--- src/rtl/mem_stage_sram_ctrl.sv ---
// mem_stage_sram_ctrl: memory-stage responder that splits each 32-bit
// load/store into two 16-bit halfword accesses on an asynchronous SRAM.
// ready is held low while an access is in flight; the pipeline freezes on it.
// Optional build macro SRAM_CTRL_STATS_EN adds rd_count/wr_count outputs that
// count completed reads and writes.
module mem_stage_sram_ctrl #(
  parameter int WAIT_CYCLES = 2,
  parameter int BASE_ADDR   = 1024,
  parameter int SRAM_AW     = 18
) (
  input  logic               clk,
  input  logic               rst,
  input  logic               MEM_R_EN,
  input  logic               MEM_W_EN,
  input  logic [31:0]        ALU_result,
  input  logic [31:0]        ST_val,
  output logic [31:0]        rdata,
  output logic               ready,
  output logic [SRAM_AW-1:0] sram_addr,
  output logic [15:0]        sram_dq_out,
  input  logic [15:0]        sram_dq_in,
  output logic               sram_dq_oe,
  output logic               sram_we_n,
  output logic               sram_oe_n
`ifdef SRAM_CTRL_STATS_EN
  ,
  output logic [31:0]        rd_count,
  output logic [31:0]        wr_count
`endif
);

  typedef enum logic [1:0] {IDLE, LOW, HIGH, DONE} state_t;

  localparam int CW = (WAIT_CYCLES > 1) ? $clog2(WAIT_CYCLES) : 1;
  localparam logic [CW-1:0] LAST = CW'(WAIT_CYCLES - 1);

  state_t             state_q;
  logic               op_wr_q;
  logic [SRAM_AW-2:0] word_q;
  logic [15:0]        wdata_hi_q;
  logic [CW-1:0]      cnt_q;

  // Byte offset from the SRAM window base; wraps modulo 2^32.
  logic [31:0] offset_d;
  assign offset_d = ALU_result - 32'(BASE_ADDR);

  // Byte-lane bits and address bits above the SRAM window are intentionally dropped.
  logic unused_offset_bits;
  assign unused_offset_bits = ^{offset_d[31:SRAM_AW+1], offset_d[1:0]};

  // Freeze the pipeline while a halfword phase runs or a new request is being taken.
  always_comb begin
    ready = 1'b1;
    if (state_q == LOW || state_q == HIGH)
      ready = 1'b0;
    else if (state_q == IDLE && (MEM_R_EN || MEM_W_EN))
      ready = 1'b0;
  end

  // Access sequencer: latch the command, run LOW then HIGH phases, one DONE cycle.
  always_ff @(posedge clk or negedge rst) begin
    if (!rst) begin
      state_q     <= IDLE;
      op_wr_q     <= 1'b0;
      word_q      <= '0;
      wdata_hi_q  <= '0;
      cnt_q       <= '0;
      rdata       <= '0;
      sram_addr   <= '0;
      sram_dq_out <= '0;
      sram_dq_oe  <= 1'b0;
      sram_we_n   <= 1'b1;
      sram_oe_n   <= 1'b1;
`ifdef SRAM_CTRL_STATS_EN
      rd_count    <= '0;
      wr_count    <= '0;
`endif
    end else begin
      case (state_q)
        IDLE: begin
          if (MEM_W_EN || MEM_R_EN) begin
            // A simultaneous read and write request is served as a write.
            op_wr_q     <= MEM_W_EN;
            word_q      <= offset_d[SRAM_AW:2];
            wdata_hi_q  <= ST_val[31:16];
            cnt_q       <= '0;
            state_q     <= LOW;
            sram_addr   <= {offset_d[SRAM_AW:2], 1'b0};
            sram_dq_out <= ST_val[15:0];
            sram_dq_oe  <= MEM_W_EN;
            sram_we_n   <= ~MEM_W_EN;
            sram_oe_n   <= MEM_W_EN;
          end
        end
        LOW: begin
          if (cnt_q == LAST) begin
            if (!op_wr_q)
              rdata[15:0] <= sram_dq_in;
            cnt_q       <= '0;
            state_q     <= HIGH;
            sram_addr   <= {word_q, 1'b1};
            sram_dq_out <= wdata_hi_q;
          end else begin
            cnt_q <= cnt_q + CW'(1);
          end
        end
        HIGH: begin
          if (cnt_q == LAST) begin
            if (!op_wr_q)
              rdata[31:16] <= sram_dq_in;
            cnt_q      <= '0;
            state_q    <= DONE;
            sram_dq_oe <= 1'b0;
            sram_we_n  <= 1'b1;
            sram_oe_n  <= 1'b1;
`ifdef SRAM_CTRL_STATS_EN
            if (op_wr_q)
              wr_count <= wr_count + 32'd1;
            else
              rd_count <= rd_count + 32'd1;
`endif
          end else begin
            cnt_q <= cnt_q + CW'(1);
          end
        end
        DONE: begin
          // Any request present now belongs to the stage that advances on this edge.
          state_q <= IDLE;
        end
        default: begin
          state_q <= IDLE;
        end
      endcase
    end
  end

endmodule

--- config.mk ---
export PLATFORM = sky130hd
export DESIGN_NAME = mem_stage_sram_ctrl
export DESIGN_NICKNAME = d
export VERILOG_FILES = /design/src/rtl/mem_stage_sram_ctrl.sv
export SDC_FILE = /design/constraint.sdc
export NUM_CORES = 1
export LEC_CHECK = 0
export BUFFER_PORTS_ARGS = -buffer_cell sky130_fd_sc_hd__buf_4
export CORE_MARGIN = 8
export CORE_UTILIZATION = 42
export CTS_CLUSTER_DIAMETER = 80
export DETAILED_ROUTE_END_ITERATION = 8
export MAX_ROUTING_LAYER = met4
export PLACE_DENSITY = 0.79
export SYNTH_ARGS = -nofsm -noshare
export SYNTH_HDL_FRONTEND = slang
export SYNTH_SLANG_ARGS = --single-unit
--- constraint.sdc ---
create_clock -name clk -period 5.9 [get_ports clk]
set_clock_uncertainty 0.1 [all_clocks]
set_input_delay 0.885 -clock clk [delete_from_list [all_inputs] [get_ports clk]]
set_output_delay 0.885 -clock clk [all_outputs]
set_load 0.1 [all_outputs]
== Word level (Yosys, flattened, before mapping) ==
Index checks and enable logic that the tools add are counted.

* Bits in registers: 106

* $add $sub $neg: 2
* Eq/ne operators: 6
* Mux-type cells: 22
* Bitwise logic cells: 2
* Reductions and logical operators: 15

{| class="wikitable"
|+ Operator list
! kind !! number
|-
| two-way mux 18 bit || 2
|-
| one-hot mux 18 bit (2 select lines) || 1
|-
| two-way mux 16 bit || 2
|-
| one-hot mux 16 bit (2 select lines) || 1
|-
| subtractor 19 x 11 -> 19 bit (second input constant) || 1
|-
| AND reduction 3 bit || 5
|-
| two-way mux 1 bit || 8
|-
| one-hot mux 1 bit (2 select lines) || 4
|-
| one-hot mux 2 bit (4 select lines) || 1
|-
| two-way mux 2 bit || 3
|-
| nonzero test 2 bit || 3
|-
| == test 2 bit (second input constant) || 2
|-
| inequality test 2 bit (second input constant) || 2
|-
| AND reduction 2 bit || 2
|-
| == test 2 x 1 -> 1 bit (second input constant) || 1
|-
| logical NOT 2 bit || 1
|-
| logical OR 1 bit || 2
|-
| inequality test 2 x 1 -> 1 bit (second input constant) || 1
|-
| NOT 1 bit || 2
|-
| OR reduction 2 bit || 1
|-
| adder 1 bit (second input constant) || 1
|-
| logical AND 1 bit || 1
|}

== Depth between registers and ports, before layout ==
* Depth after elaboration: 4
* Mapped depth: 9

== Worst setup path after synthesis ==
OpenSTA, ideal clock, no wires.

* Path kind: input to output
* Start: in MEM_R_EN
* End: out ready
* Arrival time: 2874 ps
* Data required time: 4915 ps
* Slack: 2041 ps
* Stages: 4
* Cells stage by stage: o21ai_0 > buf_2 > buf_2 > nor2b_1

* Longest elaborated chain between the ends: 4

{| class="wikitable"
|+ Ends and longest elaborated chain
! element !! line !! text
|-
| start, declared || 13 || <nowiki>input logic MEM_R_EN,</nowiki>
|-
| logical OR 1 bit || 56 || <nowiki>else if (state_q == IDLE && (MEM_R_EN || MEM_W_EN))</nowiki>
|-
| logical AND 1 bit || 56 ||
|-
| two-way mux 1 bit || 56 ||
|-
| two-way mux 1 bit || 54 || <nowiki>if (state_q == LOW || state_q == HIGH)</nowiki>
|-
| end, declared || 18 || <nowiki>output logic ready,</nowiki>
|}

Every way passes these cells.

== Worst setup path in the final report ==
* Start: reg state_q[0]
* End: out ready

* Longest elaborated chain between the ends: 4

{| class="wikitable"
|+ Ends and longest elaborated chain
! element !! line !! text
|-
| start, declared || 37 || <nowiki>state_t state_q;</nowiki>
|-
| start signal, assigned || 63 || <nowiki>state_q <= IDLE;</nowiki>
|-
| start signal, assigned || 87 || <nowiki>state_q <= LOW;</nowiki>
|-
| start signal, assigned || 100 || <nowiki>state_q <= HIGH;</nowiki>
|-
| logical NOT 2 bit || 56 ||
|-
| logical AND 1 bit || 56 ||
|-
| two-way mux 1 bit || 56 ||
|-
| two-way mux 1 bit * || 54 ||
|}

Mark *: on every way between the ends. The rest lies on a longest branch, timed or not.

==> results.py <==
metrics = {
    "worst_setup_path": {
        "reg2regPathDepth": 6,
        "crit-reg2reg-launch": "state_q[0]",
        "worstPathRequired_ns": 4.91,
        "r2r_setup_slack_ns": 3.29,
        "start_kind": "flop",
        "r2r_end": "sram_dq_out[14]",
        "cp_data_arrival_time_ns": 2.27,
        "crit_type": "reg2out",
        "cp-end-kind": "output pin",
        "critPathMaxFanout": 47,
    },
    "global_routing": {
        "grt_usage_pct": 15.16,
        "grt_first_pass_wirelength_um": 17110,
        "antenna_found_initial": 0,
        "grt_pass1_vias": 3435,
        "overflow": 0,
        "grt_max_degree": 61,
    },
    "layout": {
        "fin_area_um2": 5804,
        "drive_above_1_share_pct": 44.67,
        "fin_cells": 633,
        "num_antenna_cells": 0,
        "finalNetCount": 581,
        "area_growth_pct": 29.51,
        "n_fill_cell": 860,
    },
    "die": {
        "die_w_um": 119.3,
        "io_pins": 154,
        "die_h_um": 119.3,
        "core_area_um2": 10320,
        "rows": 37,
        "die-area_um2": 14230,
        "start_util_pct": 43.41,
    },
    "timing": {
        "tightest_slew_ns": 0.8334,
        "finalSetupViolations": 0,
        "setup_ws_ns": 2.641,
        "maxSlewViolCount": 0,
        "grt_setup_unrepaired": "false",
        "fin_tns_setup_ns": 0,
        "layout_min_cycle_time_ns": 3.259,
        "hold_viol": 0,
        "final.period_utilization_pct": 55.23,
        "slew_headroom_pct": 44.27,
        "clock.fmax_ghz": 0.3069,
    },
    "clock_tree": {
        "cts_sinks": 106,
        "clk_path_buf_depth": 2,
        "cts_setup_buffers": 0,
        "cts_tree": "done",
        "h-tree-depth": 3,
        "path_clk_slew_ns": 0.10,
        "cts_buffers": 9,
        "hold_buffers": 0,
        "clk_latency_ns": 0.36,
        "cts_root_buffer": "clkbuf_8",
        "cts_resized": 0,
    },
    "min_path": {
        "min_to": "sram_dq_out[12]",
        "holdCritStartpoint": "sram_dq_out[12]",
        "hp-class": "reg2reg",
        "holdPathStages": 2,
    },
    "synth": {
        "synth_enable_flop_cells": 0,
        "netlist_area_um2": 4482,
        "synth_flop_cell": "dfrtp_1",
        "synth_cells": 358,
        "synth.avg_cell_area_um2": 12.52,
        "synth_fp_nets": 447,
        "async_reset_ff_share_pct": 100.0,
        "seq_area_frac_synth_pct": 59.24,
        "yosys_warnings": 0,
        "yosys_register_bits": 106,
        "synth_cell_types": 34,
    },
    "placement": {
        "dp_worst_setup_slack_ns": 2.755,
        "dp_hpwl_um": 7732,
        "port_buffers": 138,
        "dp_cells": 617,
        "routabilityCongestion": 0.8002,
        "place_area_um2": 5632,
    },
    "drt": {
        "post-route-drc-count": 0,
        "via_count": 3137,
        "ant_nets": 0,
        "first_pass_iters": 4,
        "wl_um": 10410,
        "drt_iter0_markers": 125,
        "wire_per_inst_um": 16.45,
        "viasPerCell": 4.956,
    },
    "job": {
        "maxCapViolations": 0,
    },
    "status": {
        "status": "completed",
    },
}
## area by class of cell
| class | instances | area [um2] | area share, % |
|---|---|---|---|
| flip-flops and latches | 106 | 2655 | 45.74 |
| multi-input cells | 227 | 1718 | 29.60 |
| repair buffers | 142 | 1066 | 18.37 |
| well taps | 136 | 170.2 | 2.932 |
| clock buffers | 12 | 145.1 | 2.501 |
| clock inverters | 4 | 27.53 | 0.4742 |
| inverters | 6 | 22.52 | 0.3880 |
## worst max-delay path by stage
stage | slack (ns) | end | depth (start not counted) | from
6_report | 2.64 | ready | 6 | state_q[0]
5_1_grt | 2.46 | ready | 6 | state_q[0]
3_5_place_dp | 2.75 | ready | 5 | MEM_R_EN
3_3_place_gp | 2.78 | ready | 5 | MEM_R_EN
4_1_cts | 2.63 | ready | 6 | state_q[0]
2_1_floorplan | 2.04 | ready | 4 | MEM_R_EN
## stage by stage
step / hold WS [ns] / utilization, %
after floorplan: 0.3497 / -
after global placement: 0.3612 / 54.55
after detailed placement: 0.3708 / 54.55
after CTS: 0.3919 / 56.22
after global routing: 0.4125 / 56.22
final: 0.3896 / 56.22
## cells by family after synthesis
kind of cell / synth area share (%)
flip-flops: 59.24
multiplexers: 20.88
AND/OR/NAND/NOR: 6.812
AO/OA/AOI/OAI: 7.370
buffers and inverters: 2.931
XOR/XNOR: 1.368
adder cells (fa/ha/maj): 1.396
## registers in the layout, summed over array words and instances (netlist names)
name and flops:
rdata 32, sram_addr 18, word_q 17, sram_dq_out 16
wdata_hi_q 16, state_q 2, cnt_q 1, op_wr_q 1
sram_dq_oe 1, sram_oe_n 1, sram_we_n 1
## critical path, stage by stage (launching register included)
cell     delay [ns]
dfrtp_1        0.37
inv_1          0.10
ha_1           0.34
o21ai_4        0.09
buf_4          0.45
nor2b_1        0.20
buf_4          0.31
## routing by layer
layer  GRT usage, %  wire length [um]
met1          18.35              4775
met4          5.308               128
met3          4.015               654
met5              -                 0
met2          24.10              4856
## cells in the final DEF (no fill, tap or decap), types with 3 or more instances in the layout
cell	n
buf_4	142
dfrtp_1	104
mux2_2	60
nand2_1	45
o21ai_0	43
mux2i_1	26
clkbuf_8	10
nor2_1	8
inv_1	6
xnor2_1	5
ha_1	4
nand2b_1	3
a32oi_1	3
nor3_1	3
a21oi_1	3
clkinvlp_4	3
## synth_stat cells, types with 2 or more instances
master / count / area share [%]
a21oi_1: 3 / 0.33
mux2_2: 60 / 15
buf_2: 10 / 1.1
o21ai_1: 2 / 0.22
buf_6: 3 / 0.75
dfstp_2: 2 / 1.2
o21a_1: 2 / 0.33
mux2i_1: 26 / 5.8
nor3_1: 3 / 0.33
o21ai_0: 44 / 4.9
nor2_1: 8 / 0.67
a32oi_1: 3 / 0.59
nand2b_1: 3 / 0.42
xnor2_1: 5 / 0.98
ha_1: 5 / 1.4
nand2_1: 45 / 3.8
nor3b_1: 2 / 0.33
clkbuf_2: 2 / 0.22
nand3_1: 2 / 0.22
o211ai_1: 2 / 0.33
nor4_1: 2 / 0.28
clkbuf_1: 3 / 0.25
dfrtp_1: 104 / 58
inv_1: 6 / 0.50
xor2_1: 2 / 0.39
Power is not shown: default switching activity piles up to over one toggle a cycle in this logic, so the estimate is an artifact.
